File: config.mk
export PLATFORM = sky130hd
export DESIGN_NAME = dac_spi_tx_flat
export DESIGN_NICKNAME = d
export VERILOG_FILES = /design/src/rtl/dac_spi_tx_pkg.sv /design/src/rtl/dac_spi_tx_if.sv /design/src/rtl/dac_spi_tx_half_period_tick.sv /design/src/rtl/dac_spi_tx.sv /design/src/flat_wrapper.sv
export SDC_FILE = /design/constraint.sdc
export NUM_CORES = 1
export LEC_CHECK = 0
export BUFFER_PORTS_ARGS = -buffer_cell sky130_fd_sc_hd__buf_2
export CAP_MARGIN = 5
export CORE_MARGIN = 2
export CORE_UTILIZATION = 45
export DETAILED_ROUTE_END_ITERATION = 6
export GPL_TIMING_DRIVEN = 0
export PLACE_DENSITY = 0.65
export SKIP_CTS_REPAIR_TIMING = 1
export SYNTH_ARGS = -nofsm -noshare
export SYNTH_HDL_FRONTEND = slang
export SYNTH_SLANG_ARGS = --single-unit
File: constraint.sdc
create_clock -name clk -period 2.7 [get_ports clk]
set_input_delay 0 -clock clk [delete_from_list [all_inputs] [get_ports clk]]
set_output_delay 0 -clock clk [all_outputs]
set_load 0.1 [all_outputs]
File: src/rtl/dac_spi_tx_pkg.sv
// Shared constants and types for the DAC SPI transmitter: frame layout, divider presets,
// DAC control codes and FSM state encoding.
package dac_spi_tx_pkg;

    localparam int unsigned FrameBits = 16;
    localparam int unsigned CtrlBits  = 4;
    localparam int unsigned DataBits  = 12;

    // 2.4 MHz SCLK from a 48 MHz system clock
    localparam int unsigned Sclk2m4Clk48m = 10;

    localparam logic [CtrlBits-1:0] DacCtrlNormal  = 4'b0000;
    localparam logic [CtrlBits-1:0] DacCtrlPd1k    = 4'b0100;
    localparam logic [CtrlBits-1:0] DacCtrlPd100k  = 4'b1000;
    localparam logic [CtrlBits-1:0] DacCtrlPdHiz   = 4'b1100;

    typedef enum logic [2:0] {
        StIdle,
        StSetup,
        StShift,
        StHold,
        StGap
    } state_e;

    function automatic logic [FrameBits-1:0] frame_word(logic [CtrlBits-1:0] ctrl,
                                                        logic [DataBits-1:0] value);
        return {ctrl, value};
    endfunction

endpackage

File: src/rtl/dac_spi_tx_if.sv
// Request/status and DAC pin bundle of the DAC SPI transmitter.
// master = control logic issuing writes, slave = the transmitter.
interface dac_spi_tx_if;
    import dac_spi_tx_pkg::*;

    logic [DataBits-1:0] value;
    logic [CtrlBits-1:0] ctrl;
    logic                write;
    logic                busy;
    logic                write_done;
    logic                cs;
    logic                sclk;
    logic                sdi;

    modport master (
        output value, ctrl, write,
        input  busy, write_done, cs, sclk, sdi
    );

    modport slave (
        input  value, ctrl, write,
        output busy, write_done, cs, sclk, sdi
    );

endinterface

File: src/rtl/dac_spi_tx_half_period_tick.sv
// Clock-enable generator: tick is high for one clk every CLK_DIV cycles, counting from a
// synchronous clear.
module dac_spi_tx_half_period_tick #(
    parameter int unsigned CLK_DIV = 10
) (
    input  logic clk,
    input  logic clear,
    output logic tick
);

    localparam int unsigned CntW = (CLK_DIV > 1) ? $clog2(CLK_DIV) : 1;

    logic [CntW-1:0] div_cnt_q, div_cnt_d;

    assign tick = (div_cnt_q == CntW'(CLK_DIV - 1));

    always_comb begin
        div_cnt_d = div_cnt_q + 1'b1;
        if (clear || tick) begin
            div_cnt_d = '0;
        end
    end

    always_ff @(posedge clk) begin
        div_cnt_q <= div_cnt_d;
    end

endmodule

File: src/rtl/dac_spi_tx.sv
// SPI master writing one 16-bit frame (4 ctrl + 12 data, MSB first) to a serial DAC.
// SCLK idles high; sdi changes on SCLK rising edges, the DAC samples on falling edges.
module dac_spi_tx
    import dac_spi_tx_pkg::*;
#(
    parameter int unsigned CLK_DIV    = Sclk2m4Clk48m,
    parameter int unsigned GAP_CYCLES = 4
) (
    input logic          clk,
    input logic          reset,
    dac_spi_tx_if.slave  bus
);

    localparam int unsigned BitW = $clog2(FrameBits);
    localparam int unsigned GapW = (GAP_CYCLES > 1) ? $clog2(GAP_CYCLES) : 1;

    state_e               state_q, state_d;
    logic [FrameBits-1:0] shift_q, shift_d;
    logic [BitW-1:0]      bit_cnt_q, bit_cnt_d;
    logic [GapW-1:0]      gap_cnt_q, gap_cnt_d;
    logic                 cs_q, cs_d;
    logic                 sclk_q, sclk_d;
    logic                 sdi_q, sdi_d;
    logic                 busy_q, busy_d;
    logic                 done_q, done_d;
    logic                 tick;

    // Divider is held at zero in idle so the first falling edge lands CLK_DIV after accept
    dac_spi_tx_half_period_tick #(
        .CLK_DIV (CLK_DIV)
    ) u_tick (
        .clk   (clk),
        .clear (reset || (state_q == StIdle)),
        .tick  (tick)
    );

    always_comb begin
        state_d   = state_q;
        shift_d   = shift_q;
        bit_cnt_d = bit_cnt_q;
        gap_cnt_d = gap_cnt_q;
        cs_d      = cs_q;
        sclk_d    = sclk_q;
        sdi_d     = sdi_q;
        busy_d    = busy_q;
        done_d    = 1'b0;

        unique case (state_q)
            StIdle: begin
                if (bus.write) begin
                    shift_d   = frame_word(bus.ctrl, bus.value);
                    cs_d      = 1'b0;
                    sdi_d     = bus.ctrl[CtrlBits-1];
                    busy_d    = 1'b1;
                    bit_cnt_d = '0;
                    state_d   = StSetup;
                end
            end
            StSetup: begin
                if (tick) begin
                    sclk_d  = 1'b0;
                    state_d = StShift;
                end
            end
            StShift: begin
                if (tick) begin
                    if (!sclk_q) begin
                        sclk_d = 1'b1;
                        if (bit_cnt_q == BitW'(FrameBits - 1)) begin
                            sdi_d   = 1'b0;
                            state_d = StHold;
                        end else begin
                            shift_d   = {shift_q[FrameBits-2:0], 1'b0};
                            sdi_d     = shift_q[FrameBits-2];
                            bit_cnt_d = bit_cnt_q + 1'b1;
                        end
                    end else begin
                        sclk_d = 1'b0;
                    end
                end
            end
            StHold: begin
                if (tick) begin
                    cs_d      = 1'b1;
                    done_d    = 1'b1;
                    gap_cnt_d = '0;
                    state_d   = StGap;
                end
            end
            StGap: begin
                if (gap_cnt_q == GapW'(GAP_CYCLES - 1)) begin
                    busy_d  = 1'b0;
                    state_d = StIdle;
                end else begin
                    gap_cnt_d = gap_cnt_q + 1'b1;
                end
            end
            default: state_d = StIdle;
        endcase
    end

    always_ff @(posedge clk) begin
        if (reset) begin
            state_q   <= StIdle;
            shift_q   <= '0;
            bit_cnt_q <= '0;
            gap_cnt_q <= '0;
            cs_q      <= 1'b1;
            sclk_q    <= 1'b1;
            sdi_q     <= 1'b0;
            busy_q    <= 1'b0;
            done_q    <= 1'b0;
        end else begin
            state_q   <= state_d;
            shift_q   <= shift_d;
            bit_cnt_q <= bit_cnt_d;
            gap_cnt_q <= gap_cnt_d;
            cs_q      <= cs_d;
            sclk_q    <= sclk_d;
            sdi_q     <= sdi_d;
            busy_q    <= busy_d;
            done_q    <= done_d;
        end
    end

    assign bus.cs         = cs_q;
    assign bus.sclk       = sclk_q;
    assign bus.sdi        = sdi_q;
    assign bus.busy       = busy_q;
    assign bus.write_done = done_q;

endmodule

File: src/flat_wrapper.sv
// flat-port wrapper written by rule: the top's interface ports become plain ports
module dac_spi_tx_flat import dac_spi_tx_pkg::*;
#(
    parameter int unsigned CLK_DIV    = Sclk2m4Clk48m,
    parameter int unsigned GAP_CYCLES = 4
)
  (clk, reset, bus_value, bus_ctrl, bus_write, bus_busy, bus_write_done, bus_cs, bus_sclk, bus_sdi);
  dac_spi_tx_if bus_i ();
  input logic clk;
  input logic reset;
  input wire logic [$bits(bus_i.value)-1:0] bus_value;
  input wire logic [$bits(bus_i.ctrl)-1:0] bus_ctrl;
  input wire logic [$bits(bus_i.write)-1:0] bus_write;
  output wire logic [$bits(bus_i.busy)-1:0] bus_busy;
  output wire logic [$bits(bus_i.write_done)-1:0] bus_write_done;
  output wire logic [$bits(bus_i.cs)-1:0] bus_cs;
  output wire logic [$bits(bus_i.sclk)-1:0] bus_sclk;
  output wire logic [$bits(bus_i.sdi)-1:0] bus_sdi;
  assign bus_i.value = bus_value;
  assign bus_i.ctrl = bus_ctrl;
  assign bus_i.write = bus_write;
  assign bus_busy = bus_i.busy;
  assign bus_write_done = bus_i.write_done;
  assign bus_cs = bus_i.cs;
  assign bus_sclk = bus_i.sclk;
  assign bus_sdi = bus_i.sdi;
  dac_spi_tx #(.CLK_DIV(CLK_DIV), .GAP_CYCLES(GAP_CYCLES)) u_core (.clk(clk), .reset(reset), .bus(bus_i));
endmodule
# After elaboration in Yosys (flattened, before gate mapping)
# Cells that the tools add are included.
# totals
regBits	33
inputBits	19
out_inout_bits	5
word_cells	83
# classes
n_addsub	3
n_eq_ne	16
mux	37
bitwise_logic	1
n_reduce_logical	16
# ops
operator	n
two-way mux 15 bit	4
case mux 15 bit (2 select lines)	1
two-way mux 3 bit	7
two-way mux 4 bit	4
case mux 3 bit (5 select lines)	1
!= test 2 bit, second input constant	7
two-way mux 1 bit	12
AND reduction 3 bit	4
nonzero test 2 bit	5
adder 4 x 1 -> 4 bit, second input constant	2
== test 4 bit, second input constant	2
case mux 1 bit (2 select lines)	4
case mux 4 bit (2 select lines)	1
AND reduction 7 bit	1
== test 3 x 2 -> 1 bit, second input constant	2
AND reduction 5 bit	1
two-way mux 2 bit	2
!= test 2 x 1 -> 1 bit, second input constant	2
case mux 2 bit (2 select lines)	1
AND reduction 4 bit	1
== test 3 x 1 -> 1 bit, second input constant	1
== test 3 bit, second input constant	1
zero test 3 bit	1
adder 2 x 1 -> 2 bit, second input constant	1
4 further kinds	5

# Longest topological paths before layout
# logic_depth
ltp_word	5
depth_mapped	9
mapped_depth_nobuf	6

# By module
# Synthesis repeated with hierarchy kept, for this count alone.
# hier_totals
cells_unflattened	174
hier_area_um2	1631.6
# modules_own_cells
module	instances	cells_per_inst	area_per_inst_um2	seq_area_each_um2
dac_spi_tx	1	154	1447.6	580.6
dac_spi_tx_half_period_tick	1	20	183.9	80.1

# Worst setup path after synthesis
# Ideal clock, no wire load.
# synth_timing
kind	register to register
startpoint	register u_core.sclk_q, in the netlist u_core.bus.sclk
endpoint	register u_core.shift_q[10]
setup_ps	91
arrival_ps	2184
required_ps	2609
slack_ps	425
path_stages_with_launch	8
path_buffers	3
period_less_slack_ps	2275
path_cell_list	dfxtp_1 -> and4bb_2 -> nand2b_1 -> buf_2 -> and2_1 -> buf_4 -> buf_6 -> a311oi_1
# synth_via
elab_chain_cells	2
# synth_lines
item	line	rtl
from (decl)	dac_spi_tx.sv:22	logic sclk_q, sclk_d;
from (signal assigned)	dac_spi_tx.sv:119	sclk_q <= sclk_d;
!= test 2 bit (no line)	--	
AND reduction 5 bit (no line)	--	
to (signal assigned)	dac_spi_tx.sv:115	shift_q <= shift_d;
to (decl)	dac_spi_tx.sv:18	logic [FrameBits-1:0] shift_q, shift_d;
# No other way between the ends.
# A chain may end at the register's enable or synchronous reset.

# Worst setup path in the final report
# layout_timing
startpoint	register u_core.u_tick.div_cnt_q[1]
endpoint	register u_core.shift_q[13]
# layout_via
elab_chain_cells	3
# layout_lines
item	line	rtl
from (decl)	dac_spi_tx_half_period_tick.sv:13	logic [CntW-1:0] div_cnt_q, div_cnt_d;
from (signal assigned)	dac_spi_tx_half_period_tick.sv:25	div_cnt_q <= div_cnt_d;
== test 4 bit	dac_spi_tx_half_period_tick.sv:15	assign tick = (div_cnt_q == CntW'(CLK_DIV - 1));
!= test 2 bit (no line)	--	
AND reduction 5 bit (no line)	--	
# No other way between the ends.

==> metrics.txt <==
setup_tns=0 ns; P per Cell Area=483 nW/um^2; crit path cell chain=inv_1 > ha_1 > and4bb_2 > nand2b_1 > buf_2 > and2_1 > buf_4 > buf_6 > a311oi_1; Worst Hold End=u_core.bit_cnt_q[2]; RSZ-0062 raised after global routing=no; Post-DP Area=1790 sq um; number of antenna violations at the first check in global routing=0; first-pass iteration count of the detailed router=4; library cells used by synthesis=42; # diodes=0; Placer Congestion=around 0.8; #FFs+latches synth=33; Syn Std Cell Area=around 1600 sq um; Synth Warn #=0; met2 Usage GRT=28.6%; MaxCap Viol Count=0; clock slew at reported path FFs=around 0.10 ns; reg2reg start=u_core.u_tick.div_cnt_q[1]; GR peak layer=met2; DRT iter0 DRCs=86; total congestion overflow=0; Cells after Synth=~190; H-tree Lvls=2; Final Max Slew Viols=0; Hold Vio Cnt, Final=0; Tmin final=roughly 2.0 ns; root buf cell=clkbuf_4; largest net degree at the start of global routing=11; Crit Path Class=reg2reg; outcome=completed; DR vias=1,491; slew margin rel.=56.7%; area delta synth->final=23.4%; Period Utilization, post-route=72.8%; maximum vdd drop=0.000233 V; CP max FO=10; vias per inst=between 5 and 6; r2r worst-path depth=9; Tot Pwr=0.962 mW; Syn Nets=210; ys flop type=dfxtp_1; Total Routed Length=roughly 3600 um; hold depth=3; clk buf depth=2; CP required=~3.0 ns; layout cells sized above 1=19.0%; Final Instance Area=1990 sq um; Slowest-stage cell, CP=dfxtp_1; reg2reg end=u_core.shift_q[13]; Max Clk Rate=509 MHz; Crit path max-delay family=simple AND/OR/NAND/NOR gates; cell taking the most area after synthesis=dfxtp_1; grt met1 use=21.8%; Buffers on Ports=23; Clock Skews=0.00922 ns; syn_area_per_cell=8.62 sq um; CTS Buf Count=5; Die Y=63.9 um; num ports=24; nets@finish=255; DRC viols=0; reg2reg setup slack=0.73 ns; CP endpoint kind=flop; WP buf/inv=4; CTS sink count=33; Final ANT Viol Nets=0; final worst slack=0.735 ns; Data arrival, critical path=2.21 ns; DP Worst Slack=0.750 ns; initial core utilization=47.6%; Least-Margin Pin Slew=roughly 0.64 ns; Area contributors post-synth=dfxtp_1 (41%), nand2_1 (9.1%), a311oi_1 (7.1%), a21oi_1 (6.5%), ha_1 (3.1%); CTS tree=done; endpoints failing setup=0; vias in the first global route=1,307; clk_lat worst skew=0.34 ns; max incr delay on CP=approximately 0.35 ns; Row Count=21; hold path startpoint=reset; total die area=4080 sq um; CORE AREA=roughly 3400 sq um; count leader, synth=nand2_1; global routing met3 resource utilization=under 10%; Synth top cells by count=nand2_1 (39), dfxtp_1 (33), a21oi_1 (21); first-pass GRT wire length=5710 um; crit start category=flop; die width=~64 um; top cell type's share of synthesized area=about two fifths; Post-synth EDFFs=0; sequential-to-total area share from yosys stat=41.0%; GRT Overall Usage=18.1%; ys async rst share=0%; Hold Crit Class=in2reg; leakage power=0.785 nW; hpwl dp=2480 um; DR WL/cell=~13 um
==> through the flow <==
step	hold WS (ns)	utilization, %	std cells
final	0.0133	58.7	278
after global routing	0.0193	58.7	278
after CTS	-0.0912	54.3	263
after detailed placement	0.277	52.7	256
after global placement	0.271	52.7	256
after floorplan	0.158	-	187
==> worst max-delay path by stage <==
stage          cells past startpoint  slack, ns                  startpoint                 end
6_report                           9       0.73  u_core.u_tick.div_cnt_q[1]  u_core.shift_q[13]
5_1_grt                            9       0.62  u_core.u_tick.div_cnt_q[1]  u_core.shift_q[12]
4_1_cts                            9       0.72  u_core.u_tick.div_cnt_q[1]  u_core.shift_q[14]
3_5_place_dp                       9       0.75  u_core.u_tick.div_cnt_q[1]  u_core.shift_q[12]
3_3_place_gp                       7       0.78           u_core.state_q[1]  u_core.shift_q[11]
2_1_floorplan                      7       0.43             u_core.bus.sclk  u_core.shift_q[10]
==> area by class of cell <==
| type | instances | area (sq um) |
|---|---|---|
| fillers | 309 | 1400 |
| multi-input cells | 137 | 851 |
| flip-flops and latches | 33 | 661 |
| repair buffers | 38 | 265 |
| plain buffers | 15 | 93.8 |
| well taps | 46 | 57.6 |
| clock buffers | 7 | 55.1 |
| inverters | 2 | 7.51 |
==> state kept, by name, summed over array words and instances (netlist names) <==
register                 flops
u_core.shift_q              15
u_core.bit_cnt_q             4
u_core.u_tick.div_cnt_q      4
u_core.state_q               3
u_core.gap_cnt_q             2
u_core.bus.busy              1
u_core.bus.cs                1
u_core.bus.sclk              1
u_core.bus.sdi               1
u_core.bus.write_done        1
==> metal layers <==
layer	wire length, um	vias to the layer above
met4	65	0
li1	-	762
met1	1670	681
met2	1680	42
met5	0	-
met3	203	6
==> worst min-delay path, cell delays in order <==
cell and delay (ns):
buf_2 0.12, nand2b_1 0.11, o32ai_1 0.07
==> cells by family (layout without fill, tap and decap cells) <==
family / after synthesis / in the layout / share of synthesized area (%)
XOR/XNOR: 4 / 4 / 2.17
adder cells (fa/ha/maj): 4 / 4 / 3.10
flip-flops: 33 / 33 / 41.0
AO/OA/AOI/OAI: 51 / 51 / 22.7
multiplexers: 2 / 2 / 1.40
buffers and inverters: 17 / 62 / 6.28
AND/OR/NAND/NOR: 76 / 76 / 23.4
==> report_power, final <==
group          internal, mW  switching [mW]  total, mW
clock                 0.123           0.159      0.281
sequential            0.513          0.0166      0.529
combinational        0.0649          0.0865      0.151
==> cells in the final DEF (no fill, tap or decap), types with 2 or more instances in the layout <==
cell type and instances:
o32ai_1 2, a311oi_1 13, a21oi_1 21, dfxtp_1 33
clkbuf_1 7, buf_6 4, nand2b_1 5, nor3_1 3
a22o_1 2, nand2_1 39, buf_2 26, xor2_1 3
a31oi_1 3, mux2_2 2, inv_1 2, nand3_1 4
nor2_1 12, ha_1 4, clkbuf_4 5, dlygate4sd3_1 15
a211oi_1 3
(Power assumes the default switching activity.)
